**config.mk**
```make
export PLATFORM = sky130hd
export DESIGN_NAME = param_dff_pipe
export DESIGN_NICKNAME = d
export VERILOG_FILES = /design/src/rtl/param_dff_pipe_pkg.sv /design/src/rtl/param_dff_pipe_act_cnt_sat.sv /design/src/rtl/param_dff_pipe.sv
export SDC_FILE = /design/constraint.sdc
export NUM_CORES = 1
export LEC_CHECK = 0
export ABC_AREA = 1
export CAP_MARGIN = 15
export CORE_MARGIN = 1.5
export CORE_UTILIZATION = 40
export DETAILED_ROUTE_END_ITERATION = 8
export PLACE_DENSITY = 0.76
export SYNTH_ARGS = -nofsm -noshare
export SYNTH_HDL_FRONTEND = slang
export SYNTH_HIERARCHICAL = 1
export SYNTH_SLANG_ARGS = --single-unit
```
**constraint.sdc**
```tcl
create_clock -name C -period 0.86 [get_ports C]
set_input_delay 0.172 -clock C [delete_from_list [all_inputs] [get_ports C]]
set_output_delay 0.172 -clock C [all_outputs]
set_load 0.1 [all_outputs]
```
**src/rtl/param_dff_pipe_pkg.sv**
```systemverilog
// Shared helpers for param_dff_pipe: the clog2 used to size the toggle increment,
// the toggle popcount, and the saturating add and ceiling used by the activity counter.
package param_dff_pipe_pkg;

    // popcount takes a fixed-width operand; WIDTH*DEPTH must not exceed this.
    localparam int unsigned POP_MAX_W = 1024;

    localparam int unsigned CNT_W_DEF = 16;
    localparam logic [CNT_W_DEF-1:0] CNT_MAX = '1;

    function automatic int unsigned clog2(input int unsigned v);
        int unsigned bits;
        longint unsigned span;
        bits = 0;
        span = 1;
        while (span < longint'(v)) begin
            span = span << 1;
            bits++;
        end
        return bits;
    endfunction

    function automatic int unsigned popcount(input logic [POP_MAX_W-1:0] v);
        int unsigned n;
        n = 0;
        for (int i = 0; i < POP_MAX_W; i++) begin
            n += 32'(v[i]);
        end
        return n;
    endfunction

    // Ceiling for a w-bit counter, i.e. 2^w - 1.
    function automatic logic [63:0] cnt_max(input int unsigned w);
        if (w >= 64) begin
            return '1;
        end
        return (64'd1 << w) - 64'd1;
    endfunction

    // acc is never above lim, so clamping the 65-bit sum is sufficient.
    function automatic logic [63:0] sat_add(input logic [63:0] acc,
                                            input logic [63:0] inc,
                                            input logic [63:0] lim);
        logic [64:0] sum;
        sum = {1'b0, acc} + {1'b0, inc};
        return (sum > {1'b0, lim}) ? lim : sum[63:0];
    endfunction

endpackage

```
**src/rtl/param_dff_pipe_act_cnt_sat.sv**
```systemverilog
// act_cnt_sat: saturating accumulator of per-edge data-bit toggles.
// R and CNT_CLR both zero the count; a clear discards that edge's increment.
module act_cnt_sat
    import param_dff_pipe_pkg::*;
#(
    parameter int unsigned CNT_W = 16,
    parameter int unsigned INC_W = 5
) (
    input  logic             C,
    input  logic             R,
    input  logic             CNT_CLR,
    input  logic [INC_W-1:0] INC,
    output logic [CNT_W-1:0] CNT
);

    localparam logic [CNT_W-1:0] CNT_LIM = CNT_W'(cnt_max(CNT_W));

    logic [CNT_W-1:0] cnt_q;
    logic [CNT_W-1:0] cnt_d;

    always_comb begin
        cnt_d = CNT_W'(sat_add(64'(cnt_q), 64'(INC), 64'(CNT_LIM)));
    end

    always_ff @(posedge C) begin
        if (R || CNT_CLR) begin
            cnt_q <= '0;
        end else begin
            cnt_q <= cnt_d;
        end
    end

    assign CNT = cnt_q;

endmodule

```
**src/rtl/param_dff_pipe.sv**
```systemverilog
// param_dff_pipe: WIDTH x DEPTH register pipeline with valid tags, stall and sync set/reset.
// The toggle-activity counter is built only when PARAM_DFF_PIPE_ACTIVITY_CNT_EN is defined.
module param_dff_pipe
    import param_dff_pipe_pkg::*;
#(
    parameter int unsigned       WIDTH   = 8,
    parameter int unsigned       DEPTH   = 3,
    parameter logic [WIDTH-1:0]  SET_VAL = '1,
    parameter int unsigned       CNT_W   = 16
) (
    input  logic             C,
    input  logic             R,
    input  logic             S,
    input  logic             EN,
    input  logic [WIDTH-1:0] D,
    input  logic             VLD_I,
    output logic [WIDTH-1:0] Q,
    output logic             VLD_O,
    input  logic             CNT_CLR,
    output logic [CNT_W-1:0] CNT
);

    localparam int unsigned NB = WIDTH * DEPTH;

    logic [NB-1:0]    data_cur;
    logic [DEPTH-1:0] vld_cur;
`ifdef PARAM_DFF_PIPE_ACTIVITY_CNT_EN
    logic [NB-1:0]    data_nxt;
`endif

    for (genvar k = 0; k < DEPTH; k++) begin : g_stage
        logic [WIDTH-1:0] data_q;
        logic [WIDTH-1:0] data_d;
        logic [WIDTH-1:0] data_in;
        logic             vld_q;
        logic             vld_d;
        logic             vld_in;

        if (k == 0) begin : g_head
            assign data_in = D;
            assign vld_in  = VLD_I;
        end else begin : g_body
            assign data_in = data_cur[(k-1)*WIDTH +: WIDTH];
            assign vld_in  = vld_cur[k-1];
        end

        // Valid tags ride along but never gate movement.
        always_comb begin
            data_d = data_q;
            vld_d  = vld_q;
            if (S) begin
                data_d = SET_VAL;
                vld_d  = 1'b0;
            end else if (EN) begin
                data_d = data_in;
                vld_d  = vld_in;
            end
        end

        always_ff @(posedge C) begin
            if (R) begin
                data_q <= '0;
                vld_q  <= 1'b0;
            end else begin
                data_q <= data_d;
                vld_q  <= vld_d;
            end
        end

        assign data_cur[k*WIDTH +: WIDTH] = data_q;
        assign vld_cur[k]                 = vld_q;
`ifdef PARAM_DFF_PIPE_ACTIVITY_CNT_EN
        assign data_nxt[k*WIDTH +: WIDTH] = data_d;
`endif
    end

    assign Q     = data_cur[(DEPTH-1)*WIDTH +: WIDTH];
    assign VLD_O = vld_cur[DEPTH-1];

`ifdef PARAM_DFF_PIPE_ACTIVITY_CNT_EN
    localparam int unsigned INC_W = clog2(NB + 1);

    logic [POP_MAX_W-1:0] toggle_ext;
    logic [INC_W-1:0]     inc;

    always_comb begin
        toggle_ext           = '0;
        toggle_ext[NB-1:0]   = data_nxt ^ data_cur;
    end

    assign inc = INC_W'(popcount(toggle_ext));

    act_cnt_sat #(
        .CNT_W (CNT_W),
        .INC_W (INC_W)
    ) u_act_cnt (
        .C       (C),
        .R       (R),
        .CNT_CLR (CNT_CLR),
        .INC     (inc),
        .CNT     (CNT)
    );
`else
    logic cnt_clr_unused;
    assign cnt_clr_unused = CNT_CLR;
    assign CNT            = '0;
`endif

endmodule
```
==> results by group <==
Die
  – I/O pin total: 39
  – Full die area: 0.00333 mm2
  – Chip height: around 58 um
  – Die span in x: 57.7 um
  – Core Footprint: between 0.002 and 0.003 mm2
  – Initial Util: 0.427
  – Rows: 19

Setup path
  – Crit path max-delay cell type: dfxtp_4
  – CP Capture Type: primary output
  – Critical path buffer and inverter count: 1
  – Critical Path Start Type: flip-flop
  – Worst-path cell chain: buf_12
  – Worst path required time: 690 ps
  – CP max FO: 2
  – Setup CP Type: flip-flop to primary output
  – Worst Path Arrival: 860 ps
  – Crit path largest cell delay: 380 ps
  – Worst Setup SP: Q[2]
  – Largest delay share family, worst path: flip-flops
  – RR Startpoint: VLD_O

Cells and area
  – FILL cells: 280
  – Util after Layout: 0.566
  – Final #Nets: 208
  – ANT cells: 0
  – Syn-to-layout area delta: 32.5%
  – Layout Cells excl Fill: 224
  – Post-route cell area: 0.00159 mm2
  – Layout cells sized above 1: 0.212

Power
  – Flop pwr share: 0.487
  – Static leakage: 0.747 nW
  – Combinational power share: 0.329
  – Power, Total: 2.84 mW
  – P_int: 1.77 mW
  – Power per cell area: 1790 mW/mm2
  – Max VDD drop: 0.705 mV
  – Switching Share: 0.379
  – P_sw: 1.08 mW
  – Clock power frac: 0.183

Detailed routing
  – Post-DRT Antenna Nets: 0
  – DR iter-0 viols: 23
  – Met3 routed WL: 113 um
  – Drt total wl: 2200 um
  – First-pass DRT Iterations: 6
  – Vias per cell: around 4.5
  – DR top layer: met4
  – Metal2 WL: 1010 um
  – Wire length per cell: between 9 and 10 um
  – Metal-1 WL: 1030 um
  – Via Count: ~1,000
  – # DRC: 4

Global route
  – Vias in the first global route: 842
  – Initial antenna violation count: 0
  – Global route overflow: 0
  – Tot GR Track Use: 0.132
  – First-pass GRT wire length: around 3500 um
  – Largest net degree at the start of global routing: 16

Synthesis
  – Synthesized area per cell: roughly 7.3 um2
  – Synth top area share: 0.451
  – Post-synth EDFFs: 0
  – Most area-consuming cells after synthesis: dfxtp_1, nand2_1, buf_4
  – Cell with the most instances after synthesis: nand2_1
  – Yosys cell types: 12
  – Commonest cells post-synth: nand2_1, a21oi_1, dfxtp_1
  – Post-synth ARST share: 0
  – Yosys reg bits: 27
  – Mapped cell area: 0.00120 mm2
  – Yosys Warn Count: 6
  – Cell taking the most area after synthesis: dfxtp_1
  – Seq/Total Area, Yosys: 0.451
  – Gate Count Post-Synth: 163
  – Top FF cell, synth: dfxtp_1

CTS
  – Max Root-Sink Buffers: 2
  – TritonCTS clock tree: yes
  – Cts bufs inserted: 3
  – Htree depth: 1
  – Reg clk slew, reported paths: 130 ps
  – Clock Latency Late Sink: about 310 ps
  – Post-CTS Hold Fix Bufs: 0
  – CTS Root Cell: clkbuf_4
  – Clk sinks: 27

Run status
  – Failing checks: DRC, setup timing
  – Status: complete, but fails checks

STA
  – PnR worst setup slack: -171 ps
  – Fin. max-slew vios: 0
  – Unrepaired setup endpoints after global routing: true
  – Final period util: 1.20
  – WHS: 376 ps
  – Skew final: 2.44 ps
  – Setup Viol. Count Final: 9
  – Max Clock Freq: slightly below 1 GHz
  – Min Tclk post-route: roughly 1000 ps
  – Final hold viol count: 0

Flow run
  – Max-cap violation count: 0

Worst hold path
  – Hold crit path type: input port to flip-flop
  – Hold_sp: EN

Placed design
  – # port buffers: 21
  – Hpwl dp: 1540 um
  – Placed Cells incl. Taps: approximately 220
  – Final GP Congestion: approximately 0.77
  – Placed cell areas: between 0.0015 and 0.002 mm2
[registers in the layout, summed over array words and instances (netlist names)]
signal / count
g_stage.vld_q: 2
VLD_O: 1
Q: 8
g_stage.data_q: 16
[layout by cell type (no fill, tap or decap)]
cell type | Yosys | routed
clkinvlp_4 | 0 | 2
nand2_1 | 55 | 55
dfxtp_1 | 27 | 18
dlygate4sd2_1 | 0 | 1
clkbuf_4 | 0 | 3
buf_12 | 0 | 9
inv_1 | 14 | 12
dfxtp_4 | 0 | 9
clkbuf_1 | 1 | 1
buf_4 | 19 | 12
buf_6 | 2 | 1
conb_1 | 1 | 16
inv_2 | 1 | 2
nor2_4 | 1 | 2
nand3_1 | 12 | 12
clkbuf_2 | 0 | 1
clkdlybuf4s50_1 | 0 | 10
a21oi_1 | 27 | 27
[cells by family (layout without fill, tap and decap cells)]
| family | Yosys count | in the layout | share of synthesized area |
|---|---|---|---|
| buffers and inverters | 40 | 54 | 0.201 |
| AOI/OAI and AO/OA | 27 | 27 | 0.113 |
| DFF | 27 | 27 | 0.451 |
| other | 1 | 16 | 0.00313 |
| and+or+nand+nor | 68 | 69 | 0.232 |
[through the flow]
stage               TNS, ps  setup WS [ps]
floorplan                 0           56.9
global placement     -11730           -476
detailed placement   -12120           -508
CTS                   -1630           -188
global route          -1870           -217
finish                -1520           -171
[layout make-up]
cell class	count	area, um2	share of cell area
clock buffer	4	26.3	0.0166
inverter	15	60.1	0.0379
timing repair inverter	1	7.51	0.00473
sequential	27	574	0.362
tap	31	38.8	0.0244
timing repair buffer	34	395	0.249
multi-input combinational	112	484	0.305
[what timing repair did]
action,4_1_cts,5_1_grt
setup buffers,2,0
setup endpoints to repair,36,15
gates cloned,1,1
pin swaps,1,0
gates resized for setup,3,6
[per-layer routing]
metal | track usage | vias to the layer above
li1 | - | 540
met1 | 0.173 | 429
met2 | 0.209 | 30
met3 | 0.0268 | 6
met4 | 0.0631 | 0
met5 | 0 | -
[path summary, 6_finish.rpt]
kind,cells after the start,slack (ps),end
setup / recovery,1,-170,Q[2]
hold / removal,4,380,VLD_O
setup reg to reg,3,170,VLD_O
hold reg to reg,2,470,VLD_O
[power by group through the flow]
stage | combinational [mW] | clock (mW) | sequential [mW]
3_5_place_dp | 0.918 | 0 | 1.41
5_1_grt | 0.984 | 0.596 | 1.39
2_1_floorplan | 0.554 | 0 | 1.59
6_report | 0.936 | 0.521 | 1.39
3_3_place_gp | 0.912 | 0 | 1.41
4_1_cts | 0.926 | 0.543 | 1.39
Note: power is estimated with default switching activity, not from simulation.
